[src/rtl/sha256_pkg.sv]
// Shared SHA-256 definitions: widths, message-schedule FSM encoding and
// the small-sigma functions used by schedule expansion.
package sha256_pkg;

  localparam int WORD_W      = 32;
  localparam int ROUNDS      = 64;
  localparam int BLOCK_WORDS = 16;

  typedef enum logic [1:0] {
    IDLE = 2'd0,
    RUN  = 2'd1,
    FIN  = 2'd2
  } state_t;

  function automatic logic [WORD_W-1:0] ssig0(input logic [WORD_W-1:0] x);
    return {x[6:0], x[31:7]} ^ {x[17:0], x[31:18]} ^ (x >> 3);
  endfunction

  function automatic logic [WORD_W-1:0] ssig1(input logic [WORD_W-1:0] x);
    return {x[16:0], x[31:17]} ^ {x[18:0], x[31:19]} ^ (x >> 10);
  endfunction

endpackage

[src/rtl/msg_expand.sv]
// Combinational schedule expansion: next word from four taps of the window.
module msg_expand
  import sha256_pkg::*;
(
  input  logic [WORD_W-1:0] w0,
  input  logic [WORD_W-1:0] w1,
  input  logic [WORD_W-1:0] w9,
  input  logic [WORD_W-1:0] w14,
  output logic [WORD_W-1:0] new_word
);

  // Wraps modulo 2^32; carries out of bit 31 are dropped by the width.
  assign new_word = ssig1(w14) + w9 + ssig0(w1) + w0;

endmodule

[src/rtl/msg_schedule.sv]
// SHA-256 message schedule: serial 16-word load, then W[0..63] one per NEXT,
// with a one-cycle DONE pulse after the last word is taken.
module msg_schedule
  import sha256_pkg::*;
(
  input  logic              CLK,
  input  logic              RST,
  input  logic              LOAD,
  input  logic [WORD_W-1:0] DIN,
  input  logic              NEXT,
  output logic [WORD_W-1:0] W,
  output logic [5:0]        T,
  output logic              VALID,
  output logic              DONE
);

  state_t            state_reg, state_next;
  logic [WORD_W-1:0] win_reg  [BLOCK_WORDS];
  logic [WORD_W-1:0] win_next [BLOCK_WORDS];
  logic [3:0]        lc_reg, lc_next;
  logic [5:0]        t_reg, t_next;
  logic              shift_en;
  logic [WORD_W-1:0] shift_in;
  logic [WORD_W-1:0] new_word;

  msg_expand u_expand (
    .w0       (win_reg[0]),
    .w1       (win_reg[1]),
    .w9       (win_reg[9]),
    .w14      (win_reg[14]),
    .new_word (new_word)
  );

  always_comb begin
    state_next = state_reg;
    lc_next    = lc_reg;
    t_next     = t_reg;
    shift_en   = 1'b0;
    shift_in   = DIN;
    case (state_reg)
      IDLE: begin
        if (LOAD) begin
          shift_en = 1'b1;
          lc_next  = lc_reg + 4'd1;
          if (lc_reg == 4'(BLOCK_WORDS - 1)) begin
            state_next = RUN;
            lc_next    = 4'd0;
            t_next     = 6'd0;
          end
        end
      end
      RUN: begin
        if (NEXT) begin
          // The last round leaves without shifting; T holds at 63 through FIN.
          if (t_reg == 6'(ROUNDS - 1)) begin
            state_next = FIN;
          end else begin
            shift_en = 1'b1;
            shift_in = new_word;
            t_next   = t_reg + 6'd1;
          end
        end
      end
      FIN:     state_next = IDLE;
      default: state_next = IDLE;
    endcase
  end

  generate
    for (genvar gi = 0; gi < BLOCK_WORDS; gi++) begin : g_win
      if (gi < BLOCK_WORDS - 1) begin : g_mid
        assign win_next[gi] = shift_en ? win_reg[gi+1] : win_reg[gi];
      end else begin : g_top
        assign win_next[gi] = shift_en ? shift_in : win_reg[gi];
      end
    end
  endgenerate

  always_ff @(posedge CLK or negedge RST) begin
    if (!RST) begin
      state_reg <= IDLE;
      lc_reg    <= 4'd0;
      t_reg     <= 6'd0;
      for (int i = 0; i < BLOCK_WORDS; i++) begin
        win_reg[i] <= '0;
      end
    end else begin
      state_reg <= state_next;
      lc_reg    <= lc_next;
      t_reg     <= t_next;
      win_reg   <= win_next;
    end
  end

  assign W     = win_reg[0];
  assign T     = t_reg;
  assign VALID = (state_reg == RUN);
  assign DONE  = (state_reg == FIN);

endmodule

[config.mk]
export PLATFORM = sky130hd
export DESIGN_NAME = msg_schedule
export DESIGN_NICKNAME = d
export VERILOG_FILES = /design/src/rtl/sha256_pkg.sv /design/src/rtl/msg_expand.sv /design/src/rtl/msg_schedule.sv
export SDC_FILE = /design/constraint.sdc
export NUM_CORES = 1
export LEC_CHECK = 0
export CORE_UTILIZATION = 50
export CTS_CLUSTER_DIAMETER = 40
export CTS_CLUSTER_SIZE = 24
export DETAILED_ROUTE_END_ITERATION = 16
export GPL_TIMING_DRIVEN = 0
export PLACE_DENSITY_LB_ADDON = 0.1
export SYNTH_ARGS = -nofsm -noshare
export SYNTH_HDL_FRONTEND = slang
export SYNTH_SLANG_ARGS = --single-unit
[constraint.sdc]
create_clock -name CLK -period 6.6 [get_ports CLK]
set_clock_uncertainty 0.2 [all_clocks]
set_input_delay 1.32 -clock CLK [delete_from_list [all_inputs] [get_ports CLK]]
set_output_delay 1.32 -clock CLK [all_outputs]
set_load 0.01 [all_outputs]
==> results_dict.tcl, run 1 <==
set metrics [dict create \
    hpwl_mm 52.5 \
    synth_nets 2919 \
    drive_above_1_share_pct 6.85 \
    fin_nets 3076 \
    synth_edf_count 0 \
    fin_cells 3623 \
    post-cts-setup-buffers 0 \
    final.setup.worst_slack_ps 1440 \
    antenna_left 0 \
    cp-start-kind "flip-flop" \
    fmax_ghz 0.194 \
    num_vias 18415 \
    cts_resized 0 \
    largest_register_ffs 480 \
    area_delta_synth_final_pct 17.5 \
    cts_root_buf "clkbuf_16" \
    antenna_cells 0 \
    pin_count 76 \
    cp_max_fo 5 \
    synth_cell_types 59 \
    cts_buffer_depth 3 \
    cts_buffers 76 \
    final_cell_mix "1375 x nand2_1, 524 x dfrtp_1, 157 x clkbuf_1, 143 x inv_1, 120 x xnor2_1" \
    post-route-util_pct 60.1 \
    overflow 0 \
    min_path_type "flip-flop to flip-flop" \
    start_util_pct 51.1 \
    clock_latency_ps 620 \
    finalCritPeriodShare_pct 78.2 \
    dieArea_um2 50000 \
    cts_sinks 524 \
    layout_commonest_cell "nand2_1" \
    cp_data_arrival_time_ps 5440 \
    htreeDepth 3 \
    first_pass_iters 7 \
    drv_cap 0 \
    pre_cts_ws_ps 1410 \
    dp.cells 3482 \
    rsz0062_at_grt "false" \
    ys_async_sr_fraction_pct 100 \
    status "finished clean" \
    setup-violations-final 0 \
    max_slew_margin_pct 10.6 \
    drt-total-wl_mm 67.9 \
    grt_max_degree 126 \
    path_class "flip-flop to flip-flop" \
    synth_flop_cell "dfrtp_1" \
    syn_area_um2 24600 \
    antenna_found_initial 0 \
    dr.first_iter.drc_count 1358 \
    place.gp.congestion 0.924 \
    coreArea_um2 48000 \
    period_needed_ps 5160 \
    wl_per_cell_um 18.7 \
    drc_errors 0 \
    clkTransAtPathRegs_ps 60 \
    worst_setup_path_end_kind "flip-flop" \
    grt_pass1_vias 18338 \
    avgSynthCellArea_um2 8.81 \
    ys_ff_latch 524 \
    tritoncts "done" \
    std_cell_rows 80 \
    setup_tns_ps 0 \
    fp.dieH_um 224 \
    slew_violations 0 \
    yosysWarnings 0 \
    syn_inst 2788 \
    track_usage_pct 28.2 \
    ys_seq_area_share_pct 53.4 \
    die_w_um 224 \
    worst_pin_slew_ps 1340 \
    avgViaCountPerCell 5.08 \
    grt_pass1_wl_mm 106 \
    io_buffers 75 \
    required_ps 6880 \
    ctsHoldBuffers 0 \
    hold_viol 0 \
]
-- critical path: stages (launching register included) --
cell and delay [ps]:
dfrtp_1 330, clkbuf_1 430, xnor2_1 150, xnor2_1 230
fa_1 450, inv_1 140, fa_1 420, inv_1 60
ha_1 190, inv_1 70, fa_1 390, nand2b_1 180
o2bb2ai_1 200, o21ai_2 290, o21ai_1 190, o41ai_2 420
a41oi_1 190, xor2_1 350, a21oi_1 120
-- routing by layer --
layer / routed length [µm] / GRT usage (%)
met5: 0 / 0
met2: 32800 / 47.1
met1: 29400 / 37.4
met3: 3590 / 4.81
met4: 2070 / 9.30
-- per-stage QoR --
stage               hold WS (ps)  cell area [µm²]
floorplan                    238            24600
global placement             250            26100
detailed placement           255            26200
CTS                          257            28900
global route                 278            28900
finish                       257            28900
-- path summary, 6_finish.rpt --
path,from,to,slack [ps],cells after the start
max,win_reg[50]$_DFFE_PN0P_,win_reg[29]$_DFFE_PN0P_,1440,18
min,win_reg[70]$_DFFE_PN0P_,win_reg[102]$_DFFE_PN0P_,260,2
max reg2reg,win_reg[50]$_DFFE_PN0P_,win_reg[29]$_DFFE_PN0P_,1440,18
min reg2reg,win_reg[70]$_DFFE_PN0P_,win_reg[102]$_DFFE_PN0P_,260,2
max in group asynchronous,RST,W[20]$_DFFE_PN0P_,4110,3
min in group asynchronous,RST,win_reg[332]$_DFFE_PN0P_,530,1
-- cell usage after synthesis (6+ instances only) --
master | instances | area, µm²
nand2_1 | 1375 | 5160
dfrtp_1 | 524 | 13100
clkbuf_1 | 153 | 574
inv_1 | 143 | 537
xnor2_1 | 120 | 1050
o21ai_0 | 80 | 400
fa_1 | 62 | 1240
a21oi_1 | 34 | 170
ha_1 | 33 | 413
buf_4 | 32 | 240
nor2_1 | 26 | 97.6
xor2_1 | 25 | 219
mux2i_1 | 18 | 180
buf_2 | 13 | 65.1
a21o_1 | 12 | 90.1
a211oi_1 | 10 | 75.1
mux2_2 | 10 | 113
o21a_1 | 9 | 67.6
o21ai_1 | 9 | 45.0
o21bai_1 | 9 | 67.6
nor3_1 | 8 | 40.0
buf_1 | 7 | 26.3
nand3_1 | 7 | 35.0
nor2b_1 | 7 | 43.8
nand4_1 | 6 | 37.5
-- layout make-up --
class	instances	area (µm²)
Tap cell	615	769
Multi-Input combinational cell	1915	10000
Sequential cell	524	13100
Clock buffer	87	2020
Buffer	205	906
Inverter	144	541
Clock inverter	54	647
Fill cell	4217	19200
Timing Repair Buffer	79	866
-- logic make-up after synthesis --
logic type,Yosys count,share of synthesized area [%]
mux,28,1.19
simple gates,1450,22.6
buf+inv,349,5.89
compound gates,197,5.01
xor+xnor,145,5.17
fa+ha+maj,95,6.74
flops,524,53.4
Power of run 1 is not shown: default switching activity piles up to over one toggle a cycle in this logic, so the estimate is an artifact.
==> inputs of run 2 (changes only) <==
==> constraint.sdc (replaced) <==
create_clock -name CLK -period 5.2 [get_ports CLK]
set_clock_uncertainty 0.2 [all_clocks]
set_input_delay 1.04 -clock CLK [delete_from_list [all_inputs] [get_ports CLK]]
set_output_delay 1.04 -clock CLK [all_outputs]
set_load 0.01 [all_outputs]
==> run 2 against run 1 <==
Net effect: via count fell by 0.18%; cell area about the same; cell count fell by 0.17%; routed wire length is essentially flat; utilization about the same; global-route usage about the same; register-to-register slack lost 1200 ps; first-iteration DRC count shrank 2.7%; critical path type unchanged; critical endpoint unchanged; highest routed layer unchanged.
==> results_dict.tcl, run 2 (synthesis results as in run 1) <==
set metrics [dict create \
    status "finished clean" \
    cts_buffer_depth 3 \
    drv_cap 0 \
    grt_pass1_wl_mm 106 \
    cts_root_buf "clkbuf_16" \
    overflow 0 \
    wl_met1_mm 29.2 \
    tritoncts "done" \
    fp.dieH_um 224 \
    cp_max_fo 5 \
    r2r_start "win_reg[50]$_DFFE_PN0P_" \
    num_vias 18381 \
    antenna_left 0 \
    finalCritPeriodShare_pct 95.8 \
    max_slew_margin_pct 8.30 \
    layout_commonest_cell "nand2_1" \
    cts_sinks 524 \
    drc_errors 0 \
    drt-total-wl_mm 67.9 \
    reg2regPathDepth 17 \
    wl_met3_mm 3.82 \
    htreeDepth 3 \
    fin_nets 3070 \
    place.gp.congestion 0.924 \
    die_w_um 224 \
    grt_max_degree 126 \
    dr.first_iter.drc_count 1322 \
    post-route-util_pct 60.0 \
    antenna_found_initial 0 \
    hpwl_mm 52.5 \
    setup_tns_ps 0 \
    area_delta_synth_final_pct 17.4 \
    drive_above_1_share_pct 6.86 \
    worst_setup_path_end_kind "flip-flop" \
    cp-startpoint "win_reg[50]$_DFFE_PN0P_" \
    largest_register_ffs 480 \
    final-seq-area_um2 13100 \
    dr_wl_met2_mm 32.7 \
    period_needed_ps 4980 \
    clock_latency_ps 620 \
    fmax_ghz 0.201 \
    cts_buffers 76 \
    cp_data_arrival_time_ps 5260 \
    io_buffers 75 \
    setup-violations-final 0 \
    required_ps 5480 \
    coreArea_um2 48000 \
    rsz0062_at_grt "false" \
    path_class "flip-flop to flip-flop" \
    start_util_pct 51.1 \
    r2r_slack_ps 220 \
    track_usage_pct 28.2 \
    avgViaCountPerCell 5.08 \
    slew_violations 0 \
    worst_pin_slew_ps 1370 \
    final_cell_mix "1375 x nand2_1, 524 x dfrtp_1, 151 x clkbuf_1, 143 x inv_1, 120 x xnor2_1" \
    highest_layer "met4" \
    clkTransAtPathRegs_ps 50 \
    dieArea_um2 50000 \
    antenna_cells 0 \
    grt_pass1_vias 18326 \
    hold_viol 0 \
    std_cell_rows 80 \
    wl_per_cell_um 18.8 \
    cp-start-kind "flip-flop" \
    multi_input_area_um2 10000 \
    crit_end "win_reg[29]$_DFFE_PN0P_" \
    fillerInstances 4226 \
    r2r-end "win_reg[29]$_DFFE_PN0P_" \
    first_pass_iters 5 \
    pin_count 76 \
    min_path_type "primary input to async pin" \
]
## run 2: cell count changes in the layout (fill, tap and decap cells not counted), sizes merged
cell	change
clkbuf	-6
## run 2: worst max-delay path: stages (launching register included)
cell and delay (ps):
dfrtp_1 530, xnor2_1 200, xnor2_1 220, fa_1 460, inv_1 140, fa_1 420, inv_1 60, ha_1 190
inv_1 70, fa_1 380, nand2b_1 180, o2bb2ai_1 200, o21ai_2 290, o21ai_1 190, o41ai_2 420, a41oi_1 190
xor2_1 370, a21oi_1 120
## run 2: worst min-delay path by stage
stage                                  start                       end  slack (ps)  cells past startpoint
floorplan             win_reg[2]$_DFFE_PN0P_   win_reg[34]$_DFFE_PN0P_         240                      2
global placement    win_reg[183]$_DFFE_PN0P_  win_reg[183]$_DFFE_PN0P_         250                      2
detailed placement  win_reg[375]$_DFFE_PN0P_  win_reg[375]$_DFFE_PN0P_         250                      2
CTS                                      RST  win_reg[335]$_DFFE_PN0P_         260                      1
global route        win_reg[172]$_DFFE_PN0P_  win_reg[172]$_DFFE_PN0P_         280                      2
finish                                   RST  win_reg[332]$_DFFE_PN0P_         240                      1
## run 2: repair_timing
action,4_1_cts,5_1_grt
cloned,0,0
endpoints found under the setup margin,1,2
endpoints found under the hold margin,0,0
gates resized for setup,0,0
setup buffers,0,0
pin swaps,0,1
hold buffers,0,0
## run 2: cell type report
cell class                 instances  area share (%)
buffer                           199            3.06
clock buffer                      87            7.02
clock inverter                    54            2.24
inverter                         144            1.87
multi-input combinational       1915            34.7
sequential                       524            45.5
tap                              615            2.67
timing repair buffer              79            3.00
## run 2: layer usage
metal,global-route usage [%],vias to the layer above
met4,9.30,0
met3,4.83,110
met1,37.4,8953
met5,0,-
met2,47.1,464
li1,-,8854
## run 2: metrics by stage
stage,setup WS (ps),instances,hold WS [ps],cell area (µm²)
finish,216,3617,245,28800
global placement,-19780,3478,250,26100
global route,0.850,3617,278,28800
floorplan,997,2788,238,24600
CTS,64.4,3622,257,28900
detailed placement,9.41,3482,255,26200
Power of run 2 is left out for the same reason.
